[src/rtl/out_port_arbiter_pkg.sv]
// Shared router definitions: port indices, request codes, arbiter states.
package out_port_arbiter_pkg;

    localparam int unsigned N_PORTS = 5;

    localparam logic [2:0] IDX_L = 3'd0;
    localparam logic [2:0] IDX_N = 3'd1;
    localparam logic [2:0] IDX_E = 3'd2;
    localparam logic [2:0] IDX_S = 3'd3;
    localparam logic [2:0] IDX_W = 3'd4;

    localparam logic [2:0] REQ_NONE = 3'd0;
    localparam logic [2:0] REQ_L    = 3'd1;
    localparam logic [2:0] REQ_N    = 3'd2;
    localparam logic [2:0] REQ_E    = 3'd3;
    localparam logic [2:0] REQ_S    = 3'd4;
    localparam logic [2:0] REQ_W    = 3'd5;

    typedef enum logic {
        ARB_IDLE = 1'b0,
        ARB_BUSY = 1'b1
    } arb_state_t;

    // Next port index with modulo-5 wrap (W -> L).
    function automatic logic [2:0] next_idx(input logic [2:0] idx);
        return (idx >= IDX_W) ? IDX_L : idx + 3'd1;
    endfunction

endpackage

[src/rtl/out_port_arbiter_rr_pick5.sv]
// Combinational 5-way round-robin pick: first set req starting at ptr.
module rr_pick5
    import out_port_arbiter_pkg::*;
(
    input  logic [4:0] req,
    input  logic [2:0] ptr,
    output logic [2:0] winner,
    output logic       valid
);

    logic [2:0] idx;

    // Scan ptr, ptr+1, ... mod 5 and keep the first requester found.
    always_comb begin
        winner = '0;
        valid  = 1'b0;
        idx    = ptr;
        for (int unsigned k = 0; k < N_PORTS; k++) begin
            if (!valid && req[idx]) begin
                winner = idx;
                valid  = 1'b1;
            end
            idx = next_idx(idx);
        end
    end

endmodule

[src/rtl/out_port_arbiter.sv]
// Per-output round-robin arbiter with owner lock and full gating.
// Optional owner hold limit: define ARB_TIMEOUT_EN.
module out_port_arbiter
    import out_port_arbiter_pkg::*;
#(
    parameter int                    DATA_WIDTH = 8,
    parameter int                    N_REGISTER = 3,
    parameter logic [N_REGISTER-1:0] PORT_CODE  = 3'd1,
    parameter int                    MAX_HOLD   = 16
) (
    input  logic                  clk,
    input  logic                  rst,
    input  logic [N_REGISTER-1:0] request_L,
    input  logic [N_REGISTER-1:0] request_N,
    input  logic [N_REGISTER-1:0] request_E,
    input  logic [N_REGISTER-1:0] request_S,
    input  logic [N_REGISTER-1:0] request_W,
    input  logic                  full,
    output logic                  grant_L,
    output logic                  grant_N,
    output logic                  grant_E,
    output logic                  grant_S,
    output logic                  grant_W,
    output logic [2:0]            sel,
    output logic                  val_out,
    output logic                  busy
);

    if (DATA_WIDTH < 1 || MAX_HOLD < 1) begin : g_bad_param
        $error("out_port_arbiter: DATA_WIDTH and MAX_HOLD must be >= 1");
    end

    arb_state_t state_q, state_d;
    logic [2:0] owner_q, owner_d;
    logic [2:0] ptr_q, ptr_d;
    logic [4:0] req;
    logic [4:0] grant_vec;
    logic [2:0] pick_winner;
    logic       pick_valid;
    logic       owner_req;

`ifdef ARB_TIMEOUT_EN
    localparam int unsigned          HCNT_W    = $clog2(MAX_HOLD + 1);
    localparam logic [HCNT_W-1:0]    HOLD_LAST = HCNT_W'(MAX_HOLD - 1);
    logic [HCNT_W-1:0] hcnt_q, hcnt_d;
`endif

    assign req[IDX_L] = (request_L == PORT_CODE);
    assign req[IDX_N] = (request_N == PORT_CODE);
    assign req[IDX_E] = (request_E == PORT_CODE);
    assign req[IDX_S] = (request_S == PORT_CODE);
    assign req[IDX_W] = (request_W == PORT_CODE);

    assign owner_req = req[owner_q];

    rr_pick5 u_pick (
        .req    (req),
        .ptr    (ptr_q),
        .winner (pick_winner),
        .valid  (pick_valid)
    );

    // State, owner, pointer (and hold counter) registers.
    always_ff @(posedge clk) begin
        if (rst) begin
            state_q <= ARB_IDLE;
            owner_q <= '0;
            ptr_q   <= '0;
`ifdef ARB_TIMEOUT_EN
            hcnt_q  <= '0;
`endif
        end else begin
            state_q <= state_d;
            owner_q <= owner_d;
            ptr_q   <= ptr_d;
`ifdef ARB_TIMEOUT_EN
            hcnt_q  <= hcnt_d;
`endif
        end
    end

    // Next-state: arbitrate in IDLE, hold the lock in BUSY until release.
    always_comb begin
        state_d = state_q;
        owner_d = owner_q;
        ptr_d   = ptr_q;
`ifdef ARB_TIMEOUT_EN
        hcnt_d  = hcnt_q;
`endif
        case (state_q)
            ARB_IDLE: begin
                if (pick_valid && !full) begin
                    state_d = ARB_BUSY;
                    owner_d = pick_winner;
                    ptr_d   = next_idx(pick_winner);
`ifdef ARB_TIMEOUT_EN
                    hcnt_d  = '0;
`endif
                end
            end
            ARB_BUSY: begin
                if (!owner_req) begin
                    state_d = ARB_IDLE;
`ifdef ARB_TIMEOUT_EN
                end else if (hcnt_q == HOLD_LAST) begin
                    state_d = ARB_IDLE;
                end else begin
                    hcnt_d  = hcnt_q + 1'b1;
`endif
                end
            end
            default: state_d = ARB_IDLE;
        endcase
    end

    // Moore outputs gated only by full; sel parks at 0 while idle.
    always_comb begin
        grant_vec = '0;
        busy      = (state_q == ARB_BUSY);
        sel       = busy ? owner_q : '0;
        if (busy) begin
            grant_vec[owner_q] = ~full;
        end
        val_out   = busy & ~full;
    end

    assign grant_L = grant_vec[IDX_L];
    assign grant_N = grant_vec[IDX_N];
    assign grant_E = grant_vec[IDX_E];
    assign grant_S = grant_vec[IDX_S];
    assign grant_W = grant_vec[IDX_W];

endmodule

[config.mk]
export PLATFORM = sky130hd
export DESIGN_NAME = out_port_arbiter
export DESIGN_NICKNAME = d
export VERILOG_FILES = /design/src/rtl/out_port_arbiter_pkg.sv /design/src/rtl/out_port_arbiter_rr_pick5.sv /design/src/rtl/out_port_arbiter.sv
export SDC_FILE = /design/constraint.sdc
export NUM_CORES = 1
export LEC_CHECK = 0
export ABC_AREA = 1
export BUFFER_PORTS_ARGS = -buffer_cell sky130_fd_sc_hd__buf_2
export CAP_MARGIN = 20
export CELL_PAD_IN_SITES_DETAIL_PLACEMENT = 0
export CELL_PAD_IN_SITES_GLOBAL_PLACEMENT = 2
export CORE_UTILIZATION = 24
export DETAILED_ROUTE_END_ITERATION = 10
export GPL_TIMING_DRIVEN = 0
export PLACE_DENSITY = 0.79
export SLEW_MARGIN = 25
export SYNTH_ARGS = -nofsm -noshare
export SYNTH_HDL_FRONTEND = slang
export SYNTH_SLANG_ARGS = --single-unit
[constraint.sdc]
create_clock -name clk -period 3 [get_ports clk]
set_clock_uncertainty 0.15 [all_clocks]
set_input_delay 0.15 -clock clk [delete_from_list [all_inputs] [get_ports clk]]
set_output_delay 0.15 -clock clk [all_outputs]
set_load 0.03 [all_outputs]
==> impl_results.md, run 1 <==
* Routability cong. at roughly 0.7
* Failing checks: DRC
* Worst path required time at around 3.0 ns
* Synth Area per Inst at between 5 and 6 µm²
* Row count at 25
* Final worst-path cycle share at 99.7%
* Most frequent CP cell: ha_4
* # clock sinks at 7
* Slowest CP cell: dfxtp_4
* Num CTS Buffers at 3
* Root Buffer: clkbuf_8
* DR WL/cell at about 11 µm
* Pins Over Slew Limit at 0
* First DRT Iteration DRCs at 73
* Largest net degree at the start of global routing at 9
* Setup violators final at 0
* Number of global-route vias before repair at 1216
* Syn Nets at between 200 and 250
* Worst setup EP type: flip-flop
* Die X at between 70 and 80 µm
* Yosys reg bits at 7
* CTS max path bufs at 2
* Post-Synthesis Cell Area at roughly 1200 µm²
* Starting Density at between 20 and 25%
* Fmax achieved at between 300 and 400 MHz
* Ys flop type: dfxtp_1
* Post-synthesis cell count at 204
* Worst-Skew Late Latency at about 0.22 ns
* First-pass GRT wire length at 5560 µm
* Core Region at around 4700 µm²
* Number of port buffers at 27
* Synth top area cells: nand2_1 (19%), dfxtp_1 (12%), nand3_1 (9.8%)
* Global-route usage over all layers at 13.5%
* # nets final at approximately 270
* Share of cells above drive strength 1 at about two fifths
* Reg clk slew, reported paths at 0.04 ns
* Critical path fanouts, max at 3
* CP bufs+invs at 6
* Initial antenna violation count at 0
* Post-Route WL at approximately 3500 µm
* Startpoint types: flip-flop
* Ys async rst share at 0%
* Slew margin rel. at around 73%
* Fin util at 35.9%
* Most numerous cell in the Yosys netlist: nand2_1
* IO Pins at 28
* Overflow after GRT at 0
* DRT Pass-1 Iters at 7
* Area Overhead vs Synth at 44.5%
* WP data arrival at about 3 ns
* Worst min path class: primary input to flip-flop
* Crit path cell chain: ha_4 > inv_2 > nor2_4 > ha_4 > nand2_4 > inv_2 > ha_4 > nand2_4 > inv_4 > ha_4 > nand2_4 > inv_4 > nand3_2 > nand3_2 > nand2_4 > nand3_4 > inv_4 > nand2_2 > nand2_2 > inv_2 > ha_4 > nand2_2 > a21oi_2
* RSZ-0062 raised after global routing: yes
* Delay-heaviest family, CP: adder cells
* Die Y at just over 70 µm
* Largest area contributor in the netlist: nand2_1
* Part of the Yosys area used for sequential elements at about an eighth
* Slowest stage delay, CP at 0.35 ns
* Tmin final at roughly 3 ns
* Slew @ Worst Pin at slightly above 0.4 ns
* Run status: finished, violations left
* CTS tree: done
* Htree depth at 1
* Ant diodes at 0
* Number of synthesized flops with an enable pin at 0
* Via count at 1373
* Hold Vio Cnt, Final at 0
* Setup CP Type: flip-flop to flip-flop
* Synth cell types at 25
* HPWL Detailed at between 2000 and 3000 µm
* Die area at a little over 5000 µm²
* Max cap viols at 0
* Post-synth top cells: nand2_1 (59), inv_1 (28), nand3_1 (23)
* Post-route DRC at 2
* Ys Warns at 0
* Detail Route Antenna Nets at 0
* Post-synth top area share at 18.9%
* Vias per inst at around 4.4
## per-stage QoR
step           worst slack, ns  cell area [µm²]  TNS [ns]  instances  hold slack [ns]
6_report               0.00825             1700         0        315           0.0208
5_1_grt                 -0.155             1700    -0.178        315           0.0224
4_1_cts                0.00430             1620         0        312          0.00953
3_5_place_dp            -0.167             1480    -0.258        298            0.242
3_3_place_gp            -0.168             1480    -0.268        298            0.246
2_1_floorplan           0.0534             1260         0        204           0.0533
## registers in the layout (all words and copies together) (netlist names)
name     cells
owner_q      3
busy         1
ptr_q        3
## final cells by class
class	instances	area [µm²]
clock buffer	4	45.0
fill	517	3030
inverter	38	150
multi-input combinational	159	1040
sequential	7	148
tap	67	83.8
timing repair buffer	40	233
## final timing paths
| kind | start | end | slack [ns] | cells past startpoint |
|---|---|---|---|---|
| max | ptr_q[0] | ptr_q[1] | 0.008 | 23 |
| max reg2reg | ptr_q[0] | ptr_q[1] | 0.008 | 23 |
| min | rst | ptr_q[0] | 0.02 | 2 |
| min reg2reg | busy | busy | 0.42 | 2 |
## routing by layer
metal | wire length, µm | part of all wire [%] | global-route usage [%] | vias to the layer above
met5 | 0 | 0 | 0 | -
met4 | 10 | 0.29 | 1.31 | 0
met3 | 82 | 2.4 | 1.67 | 2
met2 | 1620 | 47 | 23.6 | 27
met1 | 1760 | 51 | 18.3 | 608
li1 | - | - | - | 736
## cells in the final DEF, fill, tap and decap left out
cell type  netlist  final
nand4_1          4      4
buf_4            0     13
nor2_4           4      6
or2_2            2      2
o22ai_1          1      1
o21ai_1          3      3
buf_2            0     27
inv_1           28     23
clkinv_1         3      2
clkbuf_1         0      1
nand3_4          0      1
o221ai_1         2      2
nand3_2          3      6
o21ai_0          2      2
nor4_2           1      1
a21oi_1          8      6
nand3_1         23     19
dfxtp_1          7      5
a21oi_2          2      4
nor2_1          21     20
nand3b_1         3      3
inv_4            0      3
nor3_4           1      1
dfxtp_4          0      2
inv_2            7     10
clkbuf_8         0      3
ha_4             0      5
nand3b_4         1      1
nand2_1         59     53
nand2_4          7     11
nand2_2          6      8
## cell families (layout without fill, tap and decap cells)
family                   Yosys count  count (layout)  synth area share, %
AO/OA/AOI/OAI                     18              18                 9.06
AND/OR/NAND/NOR                  136             136                 61.5
adder cells (fa/ha/maj)            5               5                 5.33
flip-flops                         7               7                 11.9
buffers and inverters             38              82                 12.2
## timing repair
action / 4_1_cts / 5_1_grt
buffers inserted: 10 / 3
setup endpoints to repair: 3 / 2
pin swaps: 8 / 13
hold buffers: 0 / 0
resized for setup: 6 / 13
Power of run 1 is not shown: default switching activity piles up to over one toggle a cycle in this logic, so the estimate is an artifact.
==> run 2: changes to the inputs <==
- ABC_AREA: 1 -> unset
- CORE_UTILIZATION: 24 -> 28
- PLACE_DENSITY: 0.79 -> 0.81
==> run 2 against run 1 <==
  * Flip-flop and latch count unchanged
  * Design area grew 9.4%
  * Maximum frequency fell by 17%
  * Via count up 11%
  * Non-clock buffer count up 12
  * Worst hold slack improved by 0.26 ns
  * Clock-buffer cell count unchanged
  * The flow finishes with violations (setup timing)
==> impl_results.md, run 2 <==
* Run status: finished, violations left
* Failing checks: setup timing
* Most common cell after layout, fill and taps aside: buf_2
* Hold_sp: full
* Post-Synthesis Cell Area at roughly 1300 µm²
* # fillers at roughly 460
* Most numerous cell in the Yosys netlist: nor2_1
* PnR worst setup slack at -0.584 ns
* Worst-Skew Late Latency at ~0.23 ns
* Die Y at 69.7 µm
* Pins Over Slew Limit at 0
* Worst min path class: primary input to flip-flop
* Max cap viols at 0
* Synth Area per Inst at ~7.5 µm²
* Tmin final at roughly 3.6 ns
* Yosys reg bits at 7
* Core Region at ~4400 µm²
* Slew @ Worst Pin at approximately 0.89 ns
* Post-route DRC at 0
* HPWL Detailed at 3220 µm
* Most Crowded Layer GR: met2
* Largest net degree at the start of global routing at 11
* Power Dens Cells at 1450 nW/µm²
* # nets final at 240
* Crit path cell chain: ha_4 > nand2b_4 > inv_4 > ha_4 > nand2_4 > inv_4 > ha_4 > buf_4 > or3_1 > a31oi_4 > nand3b_1 > mux2i_1 > nand2_4 > ha_4 > o311ai_4 > a21oi_1
* Htree depth at 1
* RSZ-0062 raised after global routing: yes
* Worst setup EP type: flip-flop
* Hold Vio Cnt, Final at 0
* Die area at 4850 µm²
* DP Area at 1560 µm²
* Overflow after GRT at 0
* Die X at between 60 and 70 µm
* Most frequent CP cell: ha_4
* CP bufs+invs at 3
* First DRT Iteration DRCs at 118
* Detail Route Antenna Nets at 0
* Multi-input gate area at 1240 µm²
* Root Buffer: clkbuf_8
* Post-synthesis cell count at 170
* Reg clk slew, reported paths at ~0.04 ns
* CTS tree: done
* Sequential cell area at 146 µm²
* Final instance area at 1850 µm²
* Setup CP Type: flip-flop to flip-flop
* Number of global-route vias before repair at 1485
* Delay-heaviest family, CP: adder cells
* # clock sinks at 7
* Synth top area cells: dfxtp_1 (11%), ha_1 (4.9%), o211ai_1 (4.1%)
* Worst reg2reg startpoint: ptr_q[0]
* Worst path required time at about 3.0 ns
* Row count at 24
* Ys flop type: dfxtp_1
* M2 GR Usage at between 30% and 40%
* Initial antenna violation count at 0
* Syn Nets at just under 200
* Lkg Pwr at roughly 0.74 nW
* Number of port buffers at 27
* Slew margin rel. at 40.2%
* Critical path fanouts, max at 5
* Starting Density at ~29%
* Via count at roughly 1500
* IO Pins at 28
* Slowest stage delay, CP at 0.42 ns
* Post-synth top cells: nor2_1 (12), inv_1 (11), nand2_1 (10)
* Setup violators final at 7
* Post-Route WL at ~4400 µm
* Vias per inst at around 5.7
* Critical Path Source: ptr_q[0]
* Power Total at ~2.7 mW
* Post-synth top area share at 10.9%
* DR WL/cell at 16.4 µm
* WP data arrival at about 3.6 ns
* Part of the Yosys area used for sequential elements at 10.9%
* Grt met3 use at 0.872%
* Fmax achieved at roughly 280 MHz
* DRT Pass-1 Iters at 4
* Area Overhead vs Synth at 44.6%
* Num CTS Buffers at 3
* Most frequent cells in the layout: buf_2 (29), buf_4 (15), nor2_1 (10)
* Fin util at between 40% and 50%
* Largest area contributor in the netlist: dfxtp_1
* Final worst-path cycle share at 119%
* Ys Warns at 0
* Slowest CP cell: or3_1
* Share of cells above drive strength 1 at between 40% and 50%
* Synth cell types at 64
* Ys async rst share at 0%
* Ant diodes at 0
* Number of synthesized flops with an enable pin at 0
* Routability cong. at 0.847
* First-pass GRT wire length at 7070 µm
* Peak supply drop at ~1200 µV
* Startpoint types: flip-flop
* Global-route usage over all layers at about 18%
* CTS max path bufs at 2
* Met1 usage at a little under a quarter
[run 2: cell count changes after synthesis, moves of 5 or more]
cell / previous run / this run
clkbuf_1: 0 / 5
nand2_4: 7 / 0
inv_1: 28 / 11
nor3b_1: 0 / 5
nor2_1: 21 / 12
o211ai_1: 0 / 7
inv_2: 7 / 1
nand2_2: 6 / 0
nand3_1: 23 / 1
nor4_1: 0 / 5
o21ai_0: 2 / 7
nand2_1: 59 / 10
[run 2: what timing repair did]
action,in CTS,in global routing
endpoints found under the hold margin,1,0
gates resized for setup,19,7
hold buffers,1,0
pin swaps,10,11
buffers inserted,14,2
endpoints found under the setup margin,7,7
[run 2: metal layers]
metal	vias to the layer above	share of wire [%]
met5	-	0
met4	0	1.7
met3	8	3.4
met2	43	50
met1	724	45
li1	752	-
[run 2: worst min-delay path, cell delays in order]
cell	delay [ns]
buf_2	0.08
or2_2	0.16
a41oi_4	0.06
a31oi_1	0.16
[run 2: path summary, 6_finish.rpt]
path	endpoint	slack [ns]	depth (start not counted)
worst max-delay path	ptr_q[1]	-0.58	16
worst min-delay path	owner_q[1]	0.28	4
worst max register to register	ptr_q[1]	-0.58	16
worst min register to register	busy	0.42	2
[run 2: logic make-up after synthesis]
group	Yosys count	share of synthesized area, %
compound gates	55	32.5
fa+ha+maj	5	4.88
buf+inv	22	7.61
flops	7	10.9
mux	5	4.88
simple gates	76	39.2
[run 2: power breakdown]
part,total (mW),switching [mW],internal (mW)
registers,0.154,0.0284,0.126
logic,2.40,1.25,1.15
clock network,0.133,0.0407,0.0919
total,2.69,1.32,1.37
[run 2: area by class of cell]
cell class / instances / share of cell area [%]
Timing Repair Buffer: 42 / 13.7
Buffer: 10 / 2.97
Tap cell: 52 / 3.51
Clock buffer: 4 / 2.43
Sequential cell: 7 / 7.89
Inverter: 12 / 2.70
Multi-Input combinational cell: 141 / 66.8
[run 2: metrics by stage]
stage | hold slack [ns] | cells | setup TNS (ns) | worst slack, ns
after floorplan | 0.0617 | 170 | -0.546 | -0.308
after global placement | 0.226 | 249 | -2.41 | -0.624
after detailed placement | 0.230 | 249 | -2.76 | -0.718
after CTS | 0.265 | 266 | -2.48 | -0.584
after global routing | 0.304 | 268 | -3.00 | -0.701
final | 0.280 | 268 | -2.21 | -0.584
Note: power is estimated with default switching activity, not from simulation.
==> run 3: changes to the inputs <==
- RECOVER_POWER: unset -> 100
==> run 3 against run 2 <==
  * The flow still finishes with violations (setup timing)
  * Via count fell by 0.26%
  * Sequential share of layout area is 0.054 points higher
  * Die area did not move
  * First-iteration DRC count is 5.1% higher
  * Clock-buffer cell count stayed put
  * Clock power is essentially flat
  * Final cell count did not move
  * Largest power group unchanged
==> impl_results.md, run 3 (synthesis results as in run 2) <==
* Run status: finished, violations left
* Failing checks: setup timing
* Crit path cell chain: ha_4 > nand2b_4 > inv_4 > ha_4 > nand2_4 > inv_4 > ha_4 > buf_4 > or3_1 > a31oi_4 > nand3b_1 > mux2i_1 > nand2_4 > ha_4 > o311ai_4 > a21oi_1
* # clock sinks at 7
* Die Y at about 70 µm
* IO Pins at 28
* Sw Share at 49.3%
* Pins Over Slew Limit at 0
* Max cap viols at 0
* Most common cell after layout, fill and taps aside: buf_2
* Most frequent cells in the layout: buf_2 (19), clkbuf_1 (16), buf_4 (15)
* Largest net degree at the start of global routing at 11
* # fillers at between 400 and 500
* Hold_sp: full
* Critical path fanouts, max at 5
* Lkg Pwr at between 0.6 and 0.7 nW
* CTS tree: done
* Post-Route WL at 4410 µm
* Detail Route Antenna Nets at 0
* Worst Hold Path EP: owner_q[1]
* Slew margin rel. at roughly two fifths
* Reg clk slew, reported paths at 0.04 ns
* Delay-heaviest family, CP: adder cells
* DRT Pass-1 Iters at 4
* WP data arrival at 3.58 ns
* Fmax achieved at ~280 MHz
* DR WL/cell at 16.4 µm
* HPWL Detailed at ~3200 µm
* Starting Density at 29.3%
* Global-route usage over all layers at between 10% and 20%
* Worst-Skew Late Latency at roughly 0.22 ns
* Worst min path class: primary input to flip-flop
* Routability cong. at ~0.85
* Hold path depth at 4
* Fin util at 42.0%
* Number of global-route vias before repair at roughly 1500
* Slowest CP cell: or3_1
* CP bufs+invs at 3
* Ant diodes at 0
* Setup slack after placement at -0.718 ns
* Worst reg2reg startpoint: ptr_q[0]
* Vias per inst at about 5.7
* Most frequent CP cell: ha_4
* First DRT Iteration DRCs at between 100 and 150
* Worst path required time at 3.00 ns
* Htree depth at 1
* RSZ-0062 raised after global routing: yes
* Root Buffer: clkbuf_8
* Setup violators final at 7
* CTS max path bufs at 2
* First-pass GRT wire length at slightly above 7000 µm
* Startpoint types: flip-flop
* Share of cells above drive strength 1 at approximately two fifths
* Multi-input gate area at roughly 1200 µm²
* Number of port buffers at 27
* Clock share of power at 4.9%
* Hold slack at 0.281 ns
* Sequential share of power at about 5.7%
* Post-route DRC at 0
* Sequential cell area at about 150 µm²
* Die area at 4850 µm²
* Setup CP Type: flip-flop to flip-flop
* Slew @ Worst Pin at around 0.9 ns
* Register-to-Register Path Depth at 16
* Power Dens Cells at between 1000 and 1500 nW/µm²
* Internal Power at approximately 1.4 mW
* Critical R2R Capture: ptr_q[1]
* R2R setup slack at -0.58 ns
* Overflow after GRT at 0
* Tmin final at 3.58 ns
* Die X at around 70 µm
* Core Region at approximately 4400 µm²
* Peak supply drop at 1170 µV
* PnR worst setup slack at -0.584 ns
* Via count at ~1500
* Area Overhead vs Synth at 43.6%
* Power Total at around 2.7 mW
* Slowest stage delay, CP at 0.42 ns
* Comb power frac at between 80% and 90%
* Switching power total at 1.33 mW
* # nets final at 240
* Initial antenna violation count at 0
* Final worst-path cycle share at 119%
* Hold Vio Cnt, Final at 0
* Row count at 24
* Worst setup EP type: flip-flop
* Num CTS Buffers at 3
* Setup TNS Final at -2.22 ns
run 3: changes by cell type in the layout (fill, tap and decap cells not counted), sizes merged:
cell / change
buf: -10
clkbuf: +10
run 3: power by group through the flow:
stage	sequential (mW)	combinational [mW]	clock (mW)
6_report	0.154	2.40	0.132
5_1_grt	0.158	2.59	0.142
4_1_cts	0.155	2.18	0.136
3_5_place_dp	0.152	1.65	0
3_3_place_gp	0.151	1.60	0
2_1_floorplan	0.151	1.32	0
run 3: cell type report:
type	count	area share (%)
repair buffers	42	13.1
plain buffers	10	2.99
clock buffers	4	2.45
well taps	52	3.53
flip-flops and latches	7	7.95
multi-input cells	141	67.3
inverters	12	2.72
run 3: worst register-to-register path, delay by kind of cell, from the launching register on:
| family | cells | cell delay [ns] |
|---|---|---|
| buffers and inverters | 3 | 0.24 |
| flip-flops | 1 | 0.36 |
| multiplexers | 1 | 0.40 |
| AO/OA/AOI/OAI | 3 | 0.52 |
| adder cells (fa/ha/maj) | 4 | 0.99 |
| AND/OR/NAND/NOR | 5 | 0.83 |
run 3: worst max path at each step:
stage | cells past startpoint | slack [ns] | from | end
floorplan | 18 | -0.31 | ptr_q[0] | ptr_q[1]
global placement | 17 | -0.62 | ptr_q[0] | ptr_q[1]
detailed placement | 17 | -0.72 | ptr_q[0] | ptr_q[2]
CTS | 18 | -0.58 | ptr_q[0] | ptr_q[1]
global route | 17 | -0.70 | ptr_q[0] | ptr_q[1]
finish | 16 | -0.58 | ptr_q[0] | ptr_q[1]
run 3: metal layers:
layer	routed length (µm)	global-route usage, %	vias to the layer above
li1	-	-	752
met1	2000	23.6	727
met2	2190	31.8	38
met3	146	0.872	6
met4	69	4.89	0
met5	0	0	-
run 3: metrics by stage:
stage                     cells  area [µm²]
after floorplan             170        1360
after detailed placement    249        1560
after global placement      249        1560
after CTS                   266        1810
final                       268        1840
after global routing        268        1840
run 3: repair_timing:
item,CTS,global route
hold endpoints to repair,1,0
resized for setup,19,7
endpoints found under the setup margin,7,7
setup buffers,14,2
hold buffers,1,0
pin swaps,10,11
